--- config.mk ---
export PLATFORM = sky130hd
export DESIGN_NAME = ahbl_stream_loader_flat
export DESIGN_NICKNAME = d
export VERILOG_FILES = /design/src/rtl/ahbl_stream_loader_if.sv /design/src/rtl/ahbl_stream_loader.sv /design/src/flat_wrapper.sv
export SDC_FILE = /design/constraint.sdc
export NUM_CORES = 1
export LEC_CHECK = 0
export ABC_AREA = 1
export BUFFER_PORTS_ARGS = -buffer_cell sky130_fd_sc_hd__buf_2
export CAP_MARGIN = 20
export CORE_MARGIN = 2
export CORE_UTILIZATION = 40
export CTS_BUF_LIST = sky130_fd_sc_hd__clkbuf_4 sky130_fd_sc_hd__clkbuf_8
export CTS_CLUSTER_DIAMETER = 40
export CTS_CLUSTER_SIZE = 10
export DETAILED_ROUTE_END_ITERATION = 10
export PLACE_DENSITY = 0.67
export SETUP_SLACK_MARGIN = 0.2
export SLEW_MARGIN = 15
export SYNTH_ARGS = -nofsm -noshare
export SYNTH_HDL_FRONTEND = slang
export SYNTH_SLANG_ARGS = --single-unit
--- constraint.sdc ---
create_clock -name clk -period 4 [get_ports clk]
set_clock_uncertainty 0.15 [all_clocks]
set_input_delay 0.6 -clock clk [delete_from_list [all_inputs] [get_ports clk]]
set_output_delay 0.6 -clock clk [all_outputs]
set_load 0.01 [all_outputs]
--- src/rtl/ahbl_stream_loader_if.sv ---
// Stream and AHB-Lite master signal bundle for ahbl_stream_loader.
// The master modport is the loader side; the slave modport is the stream source plus bus slave.
interface ahbl_stream_loader_if #(
   parameter int W_ADDR = 32,
   parameter int W_DATA = 32
);
   logic              in_valid;
   logic              in_ready;
   logic [W_DATA-1:0] in_data;

   logic              ahblm_hready;
   logic              ahblm_hresp;
   logic [W_DATA-1:0] ahblm_hrdata;
   logic [W_ADDR-1:0] ahblm_haddr;
   logic              ahblm_hwrite;
   logic [1:0]        ahblm_htrans;
   logic [2:0]        ahblm_hsize;
   logic [2:0]        ahblm_hburst;
   logic [3:0]        ahblm_hprot;
   logic              ahblm_hmastlock;
   logic [W_DATA-1:0] ahblm_hwdata;

   modport master (
      input  in_valid, in_data,
      input  ahblm_hready, ahblm_hresp, ahblm_hrdata,
      output in_ready,
      output ahblm_haddr, ahblm_hwrite, ahblm_htrans, ahblm_hsize,
      output ahblm_hburst, ahblm_hprot, ahblm_hmastlock, ahblm_hwdata
   );

   modport slave (
      output in_valid, in_data,
      output ahblm_hready, ahblm_hresp, ahblm_hrdata,
      input  in_ready,
      input  ahblm_haddr, ahblm_hwrite, ahblm_htrans, ahblm_hsize,
      input  ahblm_hburst, ahblm_hprot, ahblm_hmastlock, ahblm_hwdata
   );
endinterface

--- src/rtl/ahbl_stream_loader.sv ---
// AHB-Lite write initiator: copies a valid/ready word stream to consecutive word
// addresses using pipelined SINGLE NONSEQ transfers, one word per cycle at zero wait.
module ahbl_stream_loader #(
   parameter int W_ADDR  = 32,
   parameter int W_DATA  = 32,
   parameter int W_COUNT = 16
) (
   input  logic                clk,
   input  logic                rst,
   input  logic                start,
   input  logic [W_ADDR-1:0]   start_addr,
   input  logic [W_COUNT-1:0]  word_count,
   output logic                busy,
   output logic                done,
   output logic                err,
   ahbl_stream_loader_if.master bus
);
   typedef enum logic [1:0] {IDLE, RUN, DRAIN, ERR} state_t;

   localparam logic [1:0] HTRANS_IDLE   = 2'b00;
   localparam logic [1:0] HTRANS_NONSEQ = 2'b10;

   state_t             state_q, state_d;
   logic [W_ADDR-1:0]  addr_q, addr_d;
   logic [W_COUNT-1:0] remaining_q, remaining_d;
   logic [W_DATA-1:0]  hwdata_q, hwdata_d;
   logic               done_q, done_d;
   logic               err_q, err_d;

   logic               in_ready_c;
   logic               accept;
   logic [1:0]         htrans_c;
   logic               unused_inputs;

   assign unused_inputs = ^{bus.ahblm_hrdata, start_addr[1:0]};

   always_comb begin
      state_d     = state_q;
      addr_d      = addr_q;
      remaining_d = remaining_q;
      hwdata_d    = hwdata_q;
      done_d      = 1'b0;
      err_d       = err_q;
      in_ready_c  = 1'b0;
      accept      = 1'b0;
      htrans_c    = HTRANS_IDLE;

      unique case (state_q)
         IDLE: begin
            if (start) begin
               err_d       = 1'b0;
               addr_d      = {start_addr[W_ADDR-1:2], 2'b00};
               remaining_d = word_count;
               if (word_count == '0) begin
                  done_d = 1'b1;
               end else begin
                  state_d = RUN;
               end
            end
         end

         RUN: begin
            // htrans ignores hready so the address phase stays put across wait states
            if (remaining_q != '0 && !bus.ahblm_hresp) begin
               in_ready_c = bus.ahblm_hready;
               if (bus.in_valid) begin
                  htrans_c = HTRANS_NONSEQ;
               end
            end
            accept = bus.in_valid && in_ready_c;

            if (bus.ahblm_hresp) begin
               if (bus.ahblm_hready) begin
                  state_d     = IDLE;
                  remaining_d = '0;
                  err_d       = 1'b1;
                  done_d      = 1'b1;
               end else begin
                  state_d = ERR;
               end
            end else if (accept) begin
               hwdata_d    = bus.in_data;
               addr_d      = addr_q + W_ADDR'(4);
               remaining_d = remaining_q - W_COUNT'(1);
               if (remaining_q == W_COUNT'(1)) begin
                  state_d = DRAIN;
               end
            end
         end

         DRAIN: begin
            if (bus.ahblm_hready) begin
               state_d = IDLE;
               done_d  = 1'b1;
               if (bus.ahblm_hresp) begin
                  err_d = 1'b1;
               end
            end else if (bus.ahblm_hresp) begin
               state_d = ERR;
            end
         end

         ERR: begin
            // second cycle of the two-cycle ERROR response closes the load
            if (bus.ahblm_hready) begin
               state_d     = IDLE;
               remaining_d = '0;
               err_d       = 1'b1;
               done_d      = 1'b1;
            end
         end

         default: state_d = IDLE;
      endcase
   end

   always_ff @(posedge clk) begin
      if (rst) begin
         state_q     <= IDLE;
         addr_q      <= '0;
         remaining_q <= '0;
         hwdata_q    <= '0;
         done_q      <= 1'b0;
         err_q       <= 1'b0;
      end else begin
         state_q     <= state_d;
         addr_q      <= addr_d;
         remaining_q <= remaining_d;
         hwdata_q    <= hwdata_d;
         done_q      <= done_d;
         err_q       <= err_d;
      end
   end

   assign busy = (state_q != IDLE);
   assign done = done_q;
   assign err  = err_q;

   assign bus.in_ready        = in_ready_c;
   assign bus.ahblm_htrans    = htrans_c;
   assign bus.ahblm_haddr     = addr_q;
   assign bus.ahblm_hwdata    = hwdata_q;
   assign bus.ahblm_hwrite    = 1'b1;
   assign bus.ahblm_hsize     = 3'b010;
   assign bus.ahblm_hburst    = 3'b000;
   assign bus.ahblm_hprot     = 4'b0011;
   assign bus.ahblm_hmastlock = 1'b0;
endmodule

--- src/flat_wrapper.sv ---
// flat-port wrapper written by rule: the top's interface ports become plain ports
module ahbl_stream_loader_flat 
#(
   parameter int W_ADDR  = 32,
   parameter int W_DATA  = 32,
   parameter int W_COUNT = 16
)
  (clk, rst, start, start_addr, word_count, busy, done, err, bus_in_valid, bus_in_data, bus_ahblm_hready, bus_ahblm_hresp, bus_ahblm_hrdata, bus_in_ready, bus_ahblm_haddr, bus_ahblm_hwrite, bus_ahblm_htrans, bus_ahblm_hsize, bus_ahblm_hburst, bus_ahblm_hprot, bus_ahblm_hmastlock, bus_ahblm_hwdata);
  ahbl_stream_loader_if #(.W_ADDR(W_ADDR), .W_DATA(W_DATA)) bus_i ();
  input  logic clk;
  input  logic rst;
  input  logic start;
  input  logic [W_ADDR-1:0] start_addr;
  input  logic [W_COUNT-1:0] word_count;
  output logic busy;
  output logic done;
  output logic err;
  input wire logic [$bits(bus_i.in_valid)-1:0] bus_in_valid;
  input wire logic [$bits(bus_i.in_data)-1:0] bus_in_data;
  input wire logic [$bits(bus_i.ahblm_hready)-1:0] bus_ahblm_hready;
  input wire logic [$bits(bus_i.ahblm_hresp)-1:0] bus_ahblm_hresp;
  input wire logic [$bits(bus_i.ahblm_hrdata)-1:0] bus_ahblm_hrdata;
  output wire logic [$bits(bus_i.in_ready)-1:0] bus_in_ready;
  output wire logic [$bits(bus_i.ahblm_haddr)-1:0] bus_ahblm_haddr;
  output wire logic [$bits(bus_i.ahblm_hwrite)-1:0] bus_ahblm_hwrite;
  output wire logic [$bits(bus_i.ahblm_htrans)-1:0] bus_ahblm_htrans;
  output wire logic [$bits(bus_i.ahblm_hsize)-1:0] bus_ahblm_hsize;
  output wire logic [$bits(bus_i.ahblm_hburst)-1:0] bus_ahblm_hburst;
  output wire logic [$bits(bus_i.ahblm_hprot)-1:0] bus_ahblm_hprot;
  output wire logic [$bits(bus_i.ahblm_hmastlock)-1:0] bus_ahblm_hmastlock;
  output wire logic [$bits(bus_i.ahblm_hwdata)-1:0] bus_ahblm_hwdata;
  assign bus_i.in_valid = bus_in_valid;
  assign bus_i.in_data = bus_in_data;
  assign bus_i.ahblm_hready = bus_ahblm_hready;
  assign bus_i.ahblm_hresp = bus_ahblm_hresp;
  assign bus_i.ahblm_hrdata = bus_ahblm_hrdata;
  assign bus_in_ready = bus_i.in_ready;
  assign bus_ahblm_haddr = bus_i.ahblm_haddr;
  assign bus_ahblm_hwrite = bus_i.ahblm_hwrite;
  assign bus_ahblm_htrans = bus_i.ahblm_htrans;
  assign bus_ahblm_hsize = bus_i.ahblm_hsize;
  assign bus_ahblm_hburst = bus_i.ahblm_hburst;
  assign bus_ahblm_hprot = bus_i.ahblm_hprot;
  assign bus_ahblm_hmastlock = bus_i.ahblm_hmastlock;
  assign bus_ahblm_hwdata = bus_i.ahblm_hwdata;
  ahbl_stream_loader #(.W_ADDR(W_ADDR), .W_DATA(W_DATA), .W_COUNT(W_COUNT)) u_core (.clk(clk), .rst(rst), .start(start), .start_addr(start_addr), .word_count(word_count), .busy(busy), .done(done), .err(err), .bus(bus_i));
endmodule
==> flow_metrics.py, run 1 <==
metrics = {
    "sta": {
        "period_minus_slack_ps": 3010,
        "tightest_slew_ps": 1050,
        "finalHoldViolCount": 0,
        "post-route-period-util": 0.752,
        "slew_headroom": 0.297,
        "whs_ps": 314,
        "clock.fmax_mhz": 332,
        "rsz0062_at_grt": "no",
        "setup_viol": 0,
        "final.setup.tns_ps": 0,
        "maxSlewViolCount": 0,
        "fin_ws_ps": 990,
    },
    "cts": {
        "cts.htree.levels": 3,
        "post_cts_buffers": 0,
        "cts_hold_buf": 0,
        "cts_resized": 0,
        "cts_tree": "done",
        "clock_path_buffers": 2,
        "clk_latency_ps": 380,
        "clkTransAtPathRegs_ps": 100,
        "cts.sinks": 82,
        "cts_buffers": 9,
        "root_buffer": "clkbuf_8",
    },
    "global_routing": {
        "grt_pass1_vias": 5367,
        "gr-total-overflow": 0,
        "grt_pass1_wl_mm": 26.3,
        "grt_max_degree": 51,
        "track_usage": 0.228,
        "antenna_found_initial": 0,
    },
    "die": {
        "dieHeight_um": 119,
        "dieArea_um2": 14200,
        "ios": 200,
        "num_rows": 42,
        "core_region_area_um2": 13100,
        "initial_utilization": 0.404,
        "die_w_um": 119,
    },
    "run": {
        "drv_cap": 0,
    },
    "power": {
        "power_per_cell_area_nw_per_um2": 674,
        "peakVddDrop_mv": 0.305,
        "power.leakage_nw": 2.91,
    },
    "drt": {
        "vias_per_cell": 4.98,
        "drt.antenna.violating_nets": 0,
        "firstDrtPassIters": 5,
        "wl_mm": 16.0,
        "wire_per_inst_um": 13.3,
        "first_iter_violations": 593,
        "drcViolationCount": 0,
        "vias": 5978,
    },
    "run_status": {
        "run_status": "finished clean",
    },
    "placed_design": {
        "dp_hpwl_mm": 11.1,
        "pre_cts_ws_ps": 912,
        "portBuffers": 150,
        "gp_congestion": 0.901,
    },
    "yosys": {
        "synth_edf_count": 0,
        "ys_types": 35,
        "synth_area_leader_cell": "dfxtp_1",
        "yosysWarnings": 0,
        "ys_seq_area_frac": 0.310,
        "syn_inst": 895,
        "synth_seq_cells": 82,
        "synthTopCellsByArea": "dfxtp_1, nand2_1, nand3_1",
        "syn_avg_cell_area_um2": 5.91,
        "ys.flop_type": "dfxtp_1",
        "synthArstFlopShare": 0,
        "syn_area_um2": 5290,
        "yosysTopAreaCellShare": 0.310,
    },
    "setup_path": {
        "crit_type": "reg -> reg",
        "cp_data_arrival_time_ps": 3100,
        "cp-end-kind": "flop",
        "crit_path_start_kind": "flop",
        "cp.required_ps": 4090,
        "worstPathMaxFanout": 34,
    },
    "cells_and_area": {
        "antennaDiodeCount": 0,
        "seq_area_um2": 1640,
        "drive_above_1_share": 0.191,
        "area.growth.synth_to_final_pct": 18.3,
        "multiInputGateArea_um2": 3150,
        "fill_cells": 1485,
        "num-nets-final": 1141,
    },
    "min_path": {
        "hold_class": "reg -> reg",
    },
}
==> per-stage QoR <==
stage / power [mW] / std cells / utilization / cell area (um2)
6_report: 4.22 / 1201 / 0.478 / 6260
5_1_grt: 4.65 / 1201 / 0.478 / 6260
4_1_cts: 4.23 / 1200 / 0.476 / 6230
3_5_place_dp: 3.55 / 1184 / 0.460 / 6020
3_3_place_gp: 3.53 / 1184 / 0.460 / 6020
2_1_floorplan: 3.02 / 908 / - / 5340
==> layer usage <==
layer,up-vias,part of all wire,GRT usage
met2,200,0.47,0.383
met3,20,0.057,0.0455
met5,-,0,0
met1,2670,0.45,0.293
met4,0,0.020,0.0766
li1,3088,-,-
==> layout by cell type, fill, tap and decap left out, drive strengths merged <==
| cell type | count |
|---|---|
| conb | 15 |
| a21oi | 64 |
| or2 | 14 |
| and3 | 1 |
| nor2 | 144 |
| o21ai | 47 |
| xor2 | 3 |
| nor3 | 4 |
| bufinv | 1 |
| buf | 156 |
| a22oi | 2 |
| o21bai | 2 |
| nand3 | 109 |
| ha | 3 |
| clkinv | 6 |
| nand2 | 289 |
| a31oi | 1 |
| nand3b | 1 |
| o22ai | 1 |
| and2 | 1 |
| inv | 56 |
| nand4 | 10 |
| clkbuf | 11 |
| dfxtp | 82 |
| xnor2 | 2 |
==> area by class of cell <==
class,count,area share
clock inverter,5,0.00980
tap,176,0.0352
inverter,58,0.0348
sequential,82,0.262
multi-input combinational,713,0.503
timing repair buffer,156,0.130
clock buffer,11,0.0242
==> worst paths after layout <==
kind                                       startpoint                                        to  slack, ps  cells past startpoint
max                u_core.remaining_q[0]$_SDFFE_PP0P_    u_core.bus.ahblm_haddr[2]$_SDFFE_PP0P_        990                     10
min          u_core.bus.ahblm_hwdata[18]$_SDFFE_PP0P_  u_core.bus.ahblm_hwdata[18]$_SDFFE_PP0P_        310                      2
max reg2reg        u_core.remaining_q[0]$_SDFFE_PP0P_    u_core.bus.ahblm_haddr[2]$_SDFFE_PP0P_        990                     10
min reg2reg  u_core.bus.ahblm_hwdata[18]$_SDFFE_PP0P_  u_core.bus.ahblm_hwdata[18]$_SDFFE_PP0P_        310                      2
==> registers in the layout, summed over array words and instances, names as in the netlist <==
| register | cells |
|---|---|
| u_core.remaining_q | 16 |
| u_core.done | 1 |
| u_core.err | 1 |
| u_core.bus.ahblm_haddr | 30 |
| u_core.bus.ahblm_hwdata | 32 |
| u_core.state_q | 2 |
==> kinds of logic after synthesis <==
kind of cell    after synthesis  synth area share
simple gates                573             0.454
flops                        82             0.310
compound gates              117             0.115
xor+xnor                      5           0.00828
fa+ha+maj                     3           0.00710
other cells                   2           0.00142
buf+inv                     113             0.103
==> where the power goes <==
group	total (mW)	internal, mW	switching, mW	leakage, nW
combinational	2.14	0.742	1.40	2.13
clock	0.659	0.326	0.333	0.110
sequential	1.41	1.06	0.351	0.672
==> critical path: stages (launching register included) <==
cell,delay (ps)
dfxtp_1,390
inv_1,130
ha_1,260
nand2_1,100
nor2_1,50
nand2_1,180
nand3_4,380
nand2_1,150
nand2_1,610
o21ai_0,400
a21oi_1,60
==> cell usage after synthesis, drive strengths merged, types with 3 or more instances <==
library cell,number
nand2,289
ha,3
xor2,3
clkinv,3
a21oi,64
clkbuf,19
nor2,144
or2,14
o21ai,47
nor3,4
dfxtp,82
nand3,109
inv,55
nand4,10
buf,36
Power figures use the tool's default switching activity.
==> inputs of run 2 (changes only) <==
==> constraint.sdc (replaced) <==
create_clock -name clk -period 2.8 [get_ports clk]
set_clock_uncertainty 0.15 [all_clocks]
set_input_delay 0.42 -clock clk [delete_from_list [all_inputs] [get_ports clk]]
set_output_delay 0.42 -clock clk [all_outputs]
set_load 0.01 [all_outputs]
==> run 2 against run 1 <==
Effect of this change:
- utilization up 0.44 points
- global-route usage down 0.29 points
- via count down 1.2%
- combinational power up 45%
- sequential power up 42%
- die area unchanged
- wire length down 1.4%
- sequential cell count unchanged
- setup slack worse by 650 ps
- clock power up 65%
- power up 47%
==> flow_metrics.py, run 2 (synthesis results as in run 1) <==
metrics = {
    "run_status": {
        "run_status": "finished clean",
    },
    "sta": {
        "finalHoldViolCount": 0,
        "period_minus_slack_ps": 2460,
        "final.setup.tns_ps": 0,
        "post-route-period-util": 0.879,
        "maxSlewViolCount": 0,
        "clock.fmax_mhz": 406,
        "setup_viol": 0,
        "rsz0062_at_grt": "yes",
    },
    "min_path": {
        "min_to": "u_core.bus.ahblm_hwdata[1]$_SDFFE_PP0P_",
        "holdPathStages": 3,
        "hp-start": "bus_in_data[1]",
        "hold_class": "in -> reg",
    },
    "setup_path": {
        "regToRegStartpoint": "u_core.remaining_q[0]$_SDFFE_PP0P_",
        "cpMostUsedCell": "nand2_1",
        "r2r-end": "u_core.remaining_q[11]$_SDFFE_PP0P_",
        "cp.required_ps": 2230,
        "ff2ff_setup_slack_ps": 450,
        "cp_top_family": "simple AND/OR/NAND/NOR gates",
        "crit_path_start_kind": "flop",
        "worstPathMaxFanout": 8,
        "cp-end-kind": "primary output",
        "cp_slowest_stage_delay_ps": 390,
        "cp_slowest_cell": "dfxtp_1",
        "cp_data_arrival_time_ps": 1890,
        "r2r_cells": 10,
        "crit_chain": "inv_1, ha_1, nand2_1, nor2_1, nand2_1, and2_4, buf_2",
        "path_buf_inv": 2,
        "crit_type": "reg -> out",
    },
    "die": {
        "initial_utilization": 0.404,
        "num_rows": 42,
        "die_w_um": 119,
        "dieArea_um2": 14200,
        "dieHeight_um": 119,
        "core_region_area_um2": 13100,
        "ios": 200,
    },
    "cells_and_area": {
        "layout_common_cells": "nand2_1, buf_2, nor2_1",
        "area.growth.synth_to_final_pct": 19.4,
        "fill_cells": 1417,
        "drive_above_1_share": 0.196,
        "layout_commonest_cell": "nand2_1",
        "final_cell_count_no_fill": 1206,
        "antennaDiodeCount": 0,
        "largest_register_ffs": 32,
        "num-nets-final": 1146,
        "design_area_um2": 6310,
    },
    "drt": {
        "first_iter_violations": 501,
        "vias_per_cell": 4.90,
        "vias": 5907,
        "drt.antenna.violating_nets": 0,
        "wire_per_inst_um": 13.1,
        "firstDrtPassIters": 5,
        "wl_mm": 15.8,
        "drcViolationCount": 0,
    },
    "power": {
        "power.leakage_nw": 2.94,
        "power_per_cell_area_nw_per_um2": 982,
        "peakVddDrop_mv": 0.546,
        "total_power_mw": 6.20,
    },
    "cts": {
        "clk_latency_ps": 380,
        "cts.sinks": 82,
        "cts.htree.levels": 3,
        "cts_tree": "done",
        "cts_buffers": 9,
        "clkTransAtPathRegs_ps": 90,
        "post_cts_buffers": 0,
        "root_buffer": "clkbuf_8",
        "clock_path_buffers": 2,
    },
    "global_routing": {
        "grt_pass1_wl_mm": 26.1,
        "grt_pass1_vias": 5353,
        "track_usage": 0.225,
        "grt_max_degree": 42,
        "gr-total-overflow": 0,
        "antenna_found_initial": 0,
    },
    "placed_design": {
        "portBuffers": 150,
        "gp_congestion": 0.894,
        "placed_cell_area_um2": 6060,
        "dp_hpwl_mm": 11.2,
        "place_inst": 1190,
    },
    "run": {
        "drv_cap": 0,
    },
}
[run 2: changes by cell type in the layout (fill, tap and decap cells not counted), sizes merged]
cell      change
clkinv        -1
bufinv        +2
clkbuf        -2
buf           +5
clkinvlp      +1
[run 2: layout make-up]
class                      count  area, um2  area share
clock buffer                   9        124      0.0196
clock inverter                 7        126      0.0200
timing repair buffer         161        833       0.132
tap                          176        220      0.0349
inverter                      58        218      0.0345
sequential                    82       1640       0.260
multi-input combinational    713       3150       0.499
[run 2: stage by stage]
stage,util,setup slack (ps),hold slack (ps)
6_report,0.483,339,140
3_3_place_gp,0.463,549,300
4_1_cts,0.482,279,130
3_5_place_dp,0.463,491,302
2_1_floorplan,-,852,320
5_1_grt,0.483,200,145
[run 2: report_power, final]
group          total, mW  leakage (nW)  switching (mW)  internal, mW
Clock               1.09         0.122           0.489         0.601
Sequential          2.00         0.672           0.483          1.52
Combinational       3.11          2.15            2.01          1.10
[run 2: worst max-delay path by stage]
stage                                             from                                  endpoint  slack [ps]  cells past startpoint
finish              u_core.remaining_q[0]$_SDFFE_PP0P_                       bus_ahblm_htrans[1]         340                      7
global route        u_core.remaining_q[0]$_SDFFE_PP0P_       u_core.remaining_q[11]$_SDFFE_PP0P_         200                     10
CTS                 u_core.remaining_q[0]$_SDFFE_PP0P_                       bus_ahblm_htrans[1]         280                      7
detailed placement  u_core.remaining_q[0]$_SDFFE_PP0P_       u_core.remaining_q[11]$_SDFFE_PP0P_         490                     10
global placement    u_core.remaining_q[0]$_SDFFE_PP0P_  u_core.bus.ahblm_hwdata[31]$_SDFFE_PP0P_         550                      9
floorplan           u_core.remaining_q[0]$_SDFFE_PP0P_                       bus_ahblm_htrans[1]         850                      8
[run 2: tightest hold or removal path: stages]
cell	delay, ps
buf_2	100
nand3_1	60
a21oi_1	50
[run 2: timing repair]
item,in CTS,in global routing
setup endpoints to repair,1,1
resized for setup,1,1
hold endpoints to repair,0,0
hold buffers,0,0
[run 2: per-layer routing]
| metal | up-vias | share of wire | global-route usage |
|---|---|---|---|
| li1 | 3106 | - | - |
| met1 | 2585 | 0.46 | 0.293 |
| met2 | 188 | 0.46 | 0.378 |
| met3 | 28 | 0.055 | 0.0321 |
| met4 | 0 | 0.025 | 0.0878 |
| met5 | - | 0 | 0 |
